==> src/rtl/uart16550_sin_frontend.sv <==
// uart16550_sin_frontend
//
// Receive-line front end that sits between the serial input pin and the
// uart16550_rx block. It brings the asynchronous pin into the clk_i domain,
// removes short glitches, and hands a clean line to the receiver. On request
// it also times the first start bit it sees. It then returns a divisor in the
// same 16x-oversampling format as DLL/DLM, so software can load it directly.
//
// Ports:
//   clk_i       in   1  single clock, rising edge
//   rst_i       in   1  synchronous active-high reset
//   sin_i       in   1  asynchronous serial input, idle high
//   sin_o       out  1  synchronised, glitch-filtered serial line
//   ab_start_i  in   1  start an autobaud measurement (honoured only when idle)
//   ab_abort_i  in   1  abandon a measurement in progress
//   ab_busy_o   out  1  a measurement is armed or running
//   ab_done_o   out  1  one-cycle pulse when a measurement completes
//   ab_error_o  out  1  status of the last completed measurement
//   dl_o        out 16  last valid measured divisor
module uart16550_sin_frontend #(
  parameter int          SYNC_STAGES    = 2,
  parameter int          FILTER_LEN     = 3,
  parameter int          CNT_W          = 20,
  parameter logic [15:0] DL_RESET_VALUE = 16'ha3
) (
  input  logic        clk_i,
  input  logic        rst_i,
  input  logic        sin_i,
  output logic        sin_o,
  input  logic        ab_start_i,
  input  logic        ab_abort_i,
  output logic        ab_busy_o,
  output logic        ab_done_o,
  output logic        ab_error_o,
  output logic [15:0] dl_o
);

  localparam logic [1:0] ST_IDLE      = 2'd0;
  localparam logic [1:0] ST_WAIT_MARK = 2'd1;
  localparam logic [1:0] ST_WAIT_FALL = 2'd2;
  localparam logic [1:0] ST_MEASURE   = 2'd3;

  localparam logic [3:0]       FILT_LAST = 4'(FILTER_LEN - 1);
  localparam logic [CNT_W-1:0] CNT_ONE   = CNT_W'(1);
  localparam logic [CNT_W-1:0] CNT_MAX   = {CNT_W{1'b1}};

  logic [SYNC_STAGES-1:0] sync_q;
  logic                   s_sync;
  logic [3:0]             fcnt;
  logic                   sin_prev;
  logic [1:0]             state;
  logic [CNT_W-1:0]       cnt;
  logic [31:0]            sum_ext;
  logic [31:0]            dl_ext;
  logic                   cnt_sat;
  logic                   meas_err;

  // Synchroniser chain. Flops reset to the idle (mark) level so that reset
  // never looks like a start bit to the receiver.
  always_ff @(posedge clk_i) begin
    if (rst_i) begin
      sync_q <= '1;
    end else begin
      sync_q <= {sync_q[SYNC_STAGES-2:0], sin_i};
    end
  end

  assign s_sync = sync_q[SYNC_STAGES-1];

  // The output follows a new level only after that level has persisted for
  // FILTER_LEN consecutive cycles. Both edges are delayed by the same amount,
  // so the width of any accepted pulse is preserved.
  always_ff @(posedge clk_i) begin
    if (rst_i) begin
      fcnt  <= 4'd0;
      sin_o <= 1'b1;
    end else if (s_sync == sin_o) begin
      fcnt <= 4'd0;
    end else if (fcnt == FILT_LAST) begin
      sin_o <= s_sync;
      fcnt  <= 4'd0;
    end else begin
      fcnt <= fcnt + 4'd1;
    end
  end

  // Delayed copy of the filtered line for falling-edge detection.
  always_ff @(posedge clk_i) begin
    if (rst_i) begin
      sin_prev <= 1'b1;
    end else begin
      sin_prev <= sin_o;
    end
  end

  // Divisor is the low time divided by 16, rounded to nearest. The sum is
  // carried at 32 bits, so the same expression works for every CNT_W. The
  // upper bits are kept so that an oversize divisor can be detected.
  assign sum_ext  = 32'(cnt) + 32'd8;
  assign dl_ext   = sum_ext >> 4;
  assign cnt_sat  = (cnt == CNT_MAX);
  assign meas_err = cnt_sat || (dl_ext == 32'd0) || (dl_ext > 32'h0000_FFFF);

  // Autobaud sequencer. WAIT_MARK keeps a line that is already low when the
  // measurement is armed from being timed. Only a genuine 1->0 transition
  // opens the window. The first low cycle is counted when the edge is seen,
  // so the final count equals the low width exactly. Abort overrides all.
  always_ff @(posedge clk_i) begin
    if (rst_i) begin
      state      <= ST_IDLE;
      cnt        <= '0;
      dl_o       <= DL_RESET_VALUE;
      ab_error_o <= 1'b0;
      ab_done_o  <= 1'b0;
    end else begin
      ab_done_o <= 1'b0;
      if (ab_abort_i && (state != ST_IDLE)) begin
        state <= ST_IDLE;
      end else begin
        case (state)
          ST_IDLE: begin
            if (ab_start_i) state <= ST_WAIT_MARK;
          end
          ST_WAIT_MARK: begin
            if (sin_o) state <= ST_WAIT_FALL;
          end
          ST_WAIT_FALL: begin
            if (sin_prev && !sin_o) begin
              cnt   <= CNT_ONE;
              state <= ST_MEASURE;
            end
          end
          ST_MEASURE: begin
            if (!sin_o) begin
              if (!cnt_sat) cnt <= cnt + CNT_ONE;
            end else begin
              if (!meas_err) dl_o <= dl_ext[15:0];
              ab_error_o <= meas_err;
              ab_done_o  <= 1'b1;
              state      <= ST_IDLE;
            end
          end
          default: state <= ST_IDLE;
        endcase
      end
    end
  end

  assign ab_busy_o = (state != ST_IDLE);

endmodule

==> config.mk <==
export PLATFORM = sky130hd
export DESIGN_NAME = uart16550_sin_frontend
export DESIGN_NICKNAME = d
export VERILOG_FILES = /design/src/rtl/uart16550_sin_frontend.sv
export SDC_FILE = /design/constraint.sdc
export NUM_CORES = 1
export LEC_CHECK = 0
export CAP_MARGIN = 20
export CORE_ASPECT_RATIO = 0.9
export CORE_MARGIN = 3
export CORE_UTILIZATION = 45
export DETAILED_ROUTE_END_ITERATION = 10
export PLACE_DENSITY = 0.76
export SLEW_MARGIN = 25
export SYNTH_ARGS = -nofsm -noshare
export SYNTH_HDL_FRONTEND = slang
export SYNTH_SLANG_ARGS = --single-unit
==> constraint.sdc <==
create_clock -name clk_i -period 3.05 [get_ports clk_i]
set_input_delay 0.4575 -clock clk_i [delete_from_list [all_inputs] [get_ports clk_i]]
set_output_delay 0.4575 -clock clk_i [all_outputs]
set_load 0.02 [all_outputs]
==> tab_implementation.tex <==
\begin{tabular}{lr}
\hline
Metric & Value \\
\hline
\multicolumn{2}{l}{\textbf{Outcome}} \\
Result of the run & complete, no violations \\
\multicolumn{2}{l}{\textbf{Floorplanning}} \\
Number of I/O pins & 25 \\
Vertical die dimension & $\sim$80 um \\
Std-Cell Rows & 26 \\
Placeable core area & between 5000 and 6000 um\^{}2 \\
Initial cell density of the core & 0.475 \\
Die Area & around 7100 um\^{}2 \\
Width of the chip & just under 90 um \\
\multicolumn{2}{l}{\textbf{Setup path}} \\
Critical Path Start Type & flop \\
Delay of the slowest cell on the worst path & a little over 0.6 ns \\
R2R Setup Slk & about 0.28 ns \\
Critical path buffer and inverter count & 0 \\
Data required time at the worst endpoint & around 3.3 ns \\
Data arrival time of the critical path & $\sim$3.0 ns \\
Slowest CP cell & or4\_4 \\
Crit-path cells & nand4\_2, or4\_4, mux2i\_4, nor4\_4, a31oi\_4, a211oi\_1 \\
Critical path start-end classification & reg2reg \\
Kind of cell with the highest combined delay on the critical path & simple AND/OR/NAND/NOR gates \\
Largest driver fanout on the critical path & 14 \\
Category of the worst setup path capture point & flop \\
\multicolumn{2}{l}{\textbf{Final layout}} \\
Final layout net count & 340 \\
Filler Cell Count & 541 \\
Share of cells above drive strength 1 & 0.119 \\
Signed area change from the synthesized netlist to the final layout & 12.0\% \\
Storage element area & around 960 um\^{}2 \\
Combined area of the multi-input logic cells & between 1500 and 2000 um\^{}2 \\
Total inserted antenna cells & 0 \\
\multicolumn{2}{l}{\textbf{Clocking}} \\
Number of buffers created by CTS & 5 \\
Total clock sinks & 48 \\
Quantity of hold-fixing buffers added after cts & 0 \\
Setup Fix Bufs, Post-CTS & 0 \\
Clock root buffer & clkbuf\_8 \\
H-Tree Depth & 2 \\
Clock-pin slew on the worst setup and hold paths & $\sim$0.090 ns \\
Post\_cts resized & 0 \\
Clk buf depth & 2 \\
CTS tree & built \\
Clk Latency, worst-skew pair & 0.31 ns \\
\multicolumn{2}{l}{\textbf{STA}} \\
RSZ-0062 raised after global routing & no \\
Final Hold Slack & 0.419 ns \\
Number of max-slew violations in the final report & 0 \\
Final Skew & between 0.008 and 0.009 ns \\
Post-route fraction of the period consumed by the critical path & 0.907 \\
Final setup vio count & 0 \\
Final setup TNS & 0 ns \\
Transition at the pin with the smallest max-transition slack & roughly 0.56 ns \\
Relative slew margins & 0.622 \\
Shortest period the worst path allows & 2.77 ns \\
Final Hold Violating Endpoints & 0 \\
Maximum clock frequency & 362 MHz \\
\multicolumn{2}{l}{\textbf{Power and ir drop}} \\
Largest vdd supply drop & between 200 and 250 uV \\
Power density relative to cell area & between 400 and 500 nW/um\^{}2 \\
Static leakage power & between 1 and 1.5 nW \\
\multicolumn{2}{l}{\textbf{Yosys}} \\
Netlist area before placement & about 2800 um\^{}2 \\
Post-synthesis net count & about 330 \\
Synth Flop Type & dfxtp\_1 \\
List of most frequent post-synthesis cells & nor2\_1, dfxtp\_1, xnor2\_1 \\
Unique masters post-synth & between 50 and 60 \\
Number of synthesized register bits & 48 \\
Dominant cells by area after synthesis & dfxtp\_1, nor2\_1, xnor2\_1 \\
Most common cell in the netlist & nor2\_1 \\
Fraction of registers with async set/reset & 0 \\
Synth warnings & 0 \\
Sequential element share of the synthesized area & 0.349 \\
Mean cell area of the mapped netlist & 8.79 um\^{}2 \\
Fraction of post-synthesis cell area in the top cell type by area & 0.349 \\
Post-synthesis cell count & 313 \\
Library cell occupying the most area in the post-synthesis netlist & dfxtp\_1 \\
Number of flops mapped to enable cells by yosys & 0 \\
\multicolumn{2}{l}{\textbf{Placed design}} \\
Number of I/O port buffers & 24 \\
Placer congestion estimate & 0.917 \\
DPL Wire Length & between 4000 and 5000 um \\
\multicolumn{2}{l}{\textbf{Global route}} \\
Number of antenna violations at the first check in global routing & 0 \\
Global-route usage over all layers & 0.181 \\
Pin count of the biggest net entering global routing & 30 \\
Wire length of the first global-routing pass & around 10000 um \\
Sum of overflow across all layers after global routing & 0 \\
Number of global-route vias before repair & 2201 \\
\multicolumn{2}{l}{\textbf{Routing}} \\
Detail-routed net length per standard cell & 15.1 um \\
Detailed route wirelength on metal3 & $\sim$300 um \\
Met1 layer wirelength in the final routing & between 2000 and 3000 um \\
DR top layer & met4 \\
Via density per instance & around 5.7 \\
Met2 layer wire length in the routed design & roughly 2800 um \\
Wire length reported by the detailed router & 6010 um \\
Violation count after the first detailed-route iteration & between 100 and 150 \\
Number of optimization iterations in the first detailed-route pass & 4 \\
Antenna viol nets, final & 0 \\
Vias post-DR & around 2300 \\
Remaining DRCs & 0 \\
\multicolumn{2}{l}{\textbf{Worst hold path}} \\
HP Class & reg2reg \\
\multicolumn{2}{l}{\textbf{Job}} \\
Number of violations of the max-capacitance limit & 0 \\
\hline
\end{tabular}
[flip-flops by register name (all words and copies together), names as in the netlist]
name        cells
fcnt            4
ab_error_o      1
sin_prev        1
sync_q          2
cnt            20
sin_o           1
ab_done_o       1
dl_o           16
state           2
[power by group]
group	total (mW)	internal, mW	switching [mW]
registers	0.669	0.649	0.0202
logic	0.226	0.0979	0.128
clock network	0.469	0.243	0.226
total	1.36	0.990	0.375
[worst paths after layout]
path                  start  cells past startpoint         to
hold reg to reg   sync_q[0]                      1  sync_q[1]
setup reg to reg    cnt[13]                      6   dl_o[15]
hold / removal    sync_q[0]                      1  sync_q[1]
setup / recovery    cnt[13]                      6   dl_o[15]
[cell usage in the layout, fill, tap and decap left out, types with 3 or more instances in the layout]
| cell type | synthesis | final |
|---|---|---|
| a211oi_2 | 5 | 5 |
| or3_1 | 7 | 7 |
| xnor2_1 | 21 | 21 |
| mux2i_1 | 8 | 8 |
| inv_1 | 11 | 11 |
| nand4_1 | 11 | 11 |
| and4_1 | 3 | 3 |
| ha_1 | 9 | 9 |
| dfxtp_1 | 48 | 48 |
| nand3_1 | 9 | 9 |
| or2_2 | 5 | 5 |
| nor2_1 | 58 | 58 |
| o21ba_2 | 3 | 3 |
| buf_4 | 6 | 4 |
| nor3_1 | 9 | 9 |
| xor2_1 | 14 | 14 |
| clkbuf_8 | 0 | 5 |
| nand2_1 | 12 | 12 |
| nor4_1 | 4 | 4 |
| a211oi_1 | 4 | 4 |
| o21ai_0 | 7 | 7 |
| clkdlybuf4s50_1 | 0 | 24 |
| a21oi_1 | 12 | 12 |
| and2_1 | 3 | 3 |
[through the flow]
step	util	setup slack, ns	area, um^2	cells	power, mW
after floorplan	-	0.692	2750	313	0.833
after global placement	0.513	0.422	2970	389	0.902
after detailed placement	0.513	0.305	2970	389	0.911
after CTS	0.533	0.280	3080	397	1.38
after global routing	0.533	0.0975	3080	397	1.42
final	0.533	0.284	3080	397	1.36
[kinds of logic after synthesis]
family,after synthesis,share of synthesized area
flip-flops,48,0.349
buffers and inverters,33,0.0677
adder cells (fa/ha/maj),9,0.0409
XOR/XNOR,35,0.111
AND/OR/NAND/NOR,135,0.258
multiplexers,9,0.0373
AO/OA/AOI/OAI,44,0.135
[per-layer routing]
layer	GRT usage	up-vias
met3	0.0328	19
li1	-	1105
met1	0.229	1055
met5	0	-
met4	0.0831	0
met2	0.297	75
[cell type report]
type,instances,share of cell area
flip-flops and latches,48,0.312
clock inverters,3,0.0138
multi-input cells,232,0.523
clock buffers,5,0.0223
well taps,70,0.0284
repair buffers,28,0.0876
inverters,11,0.0134
Power figures use the tool's default switching activity.
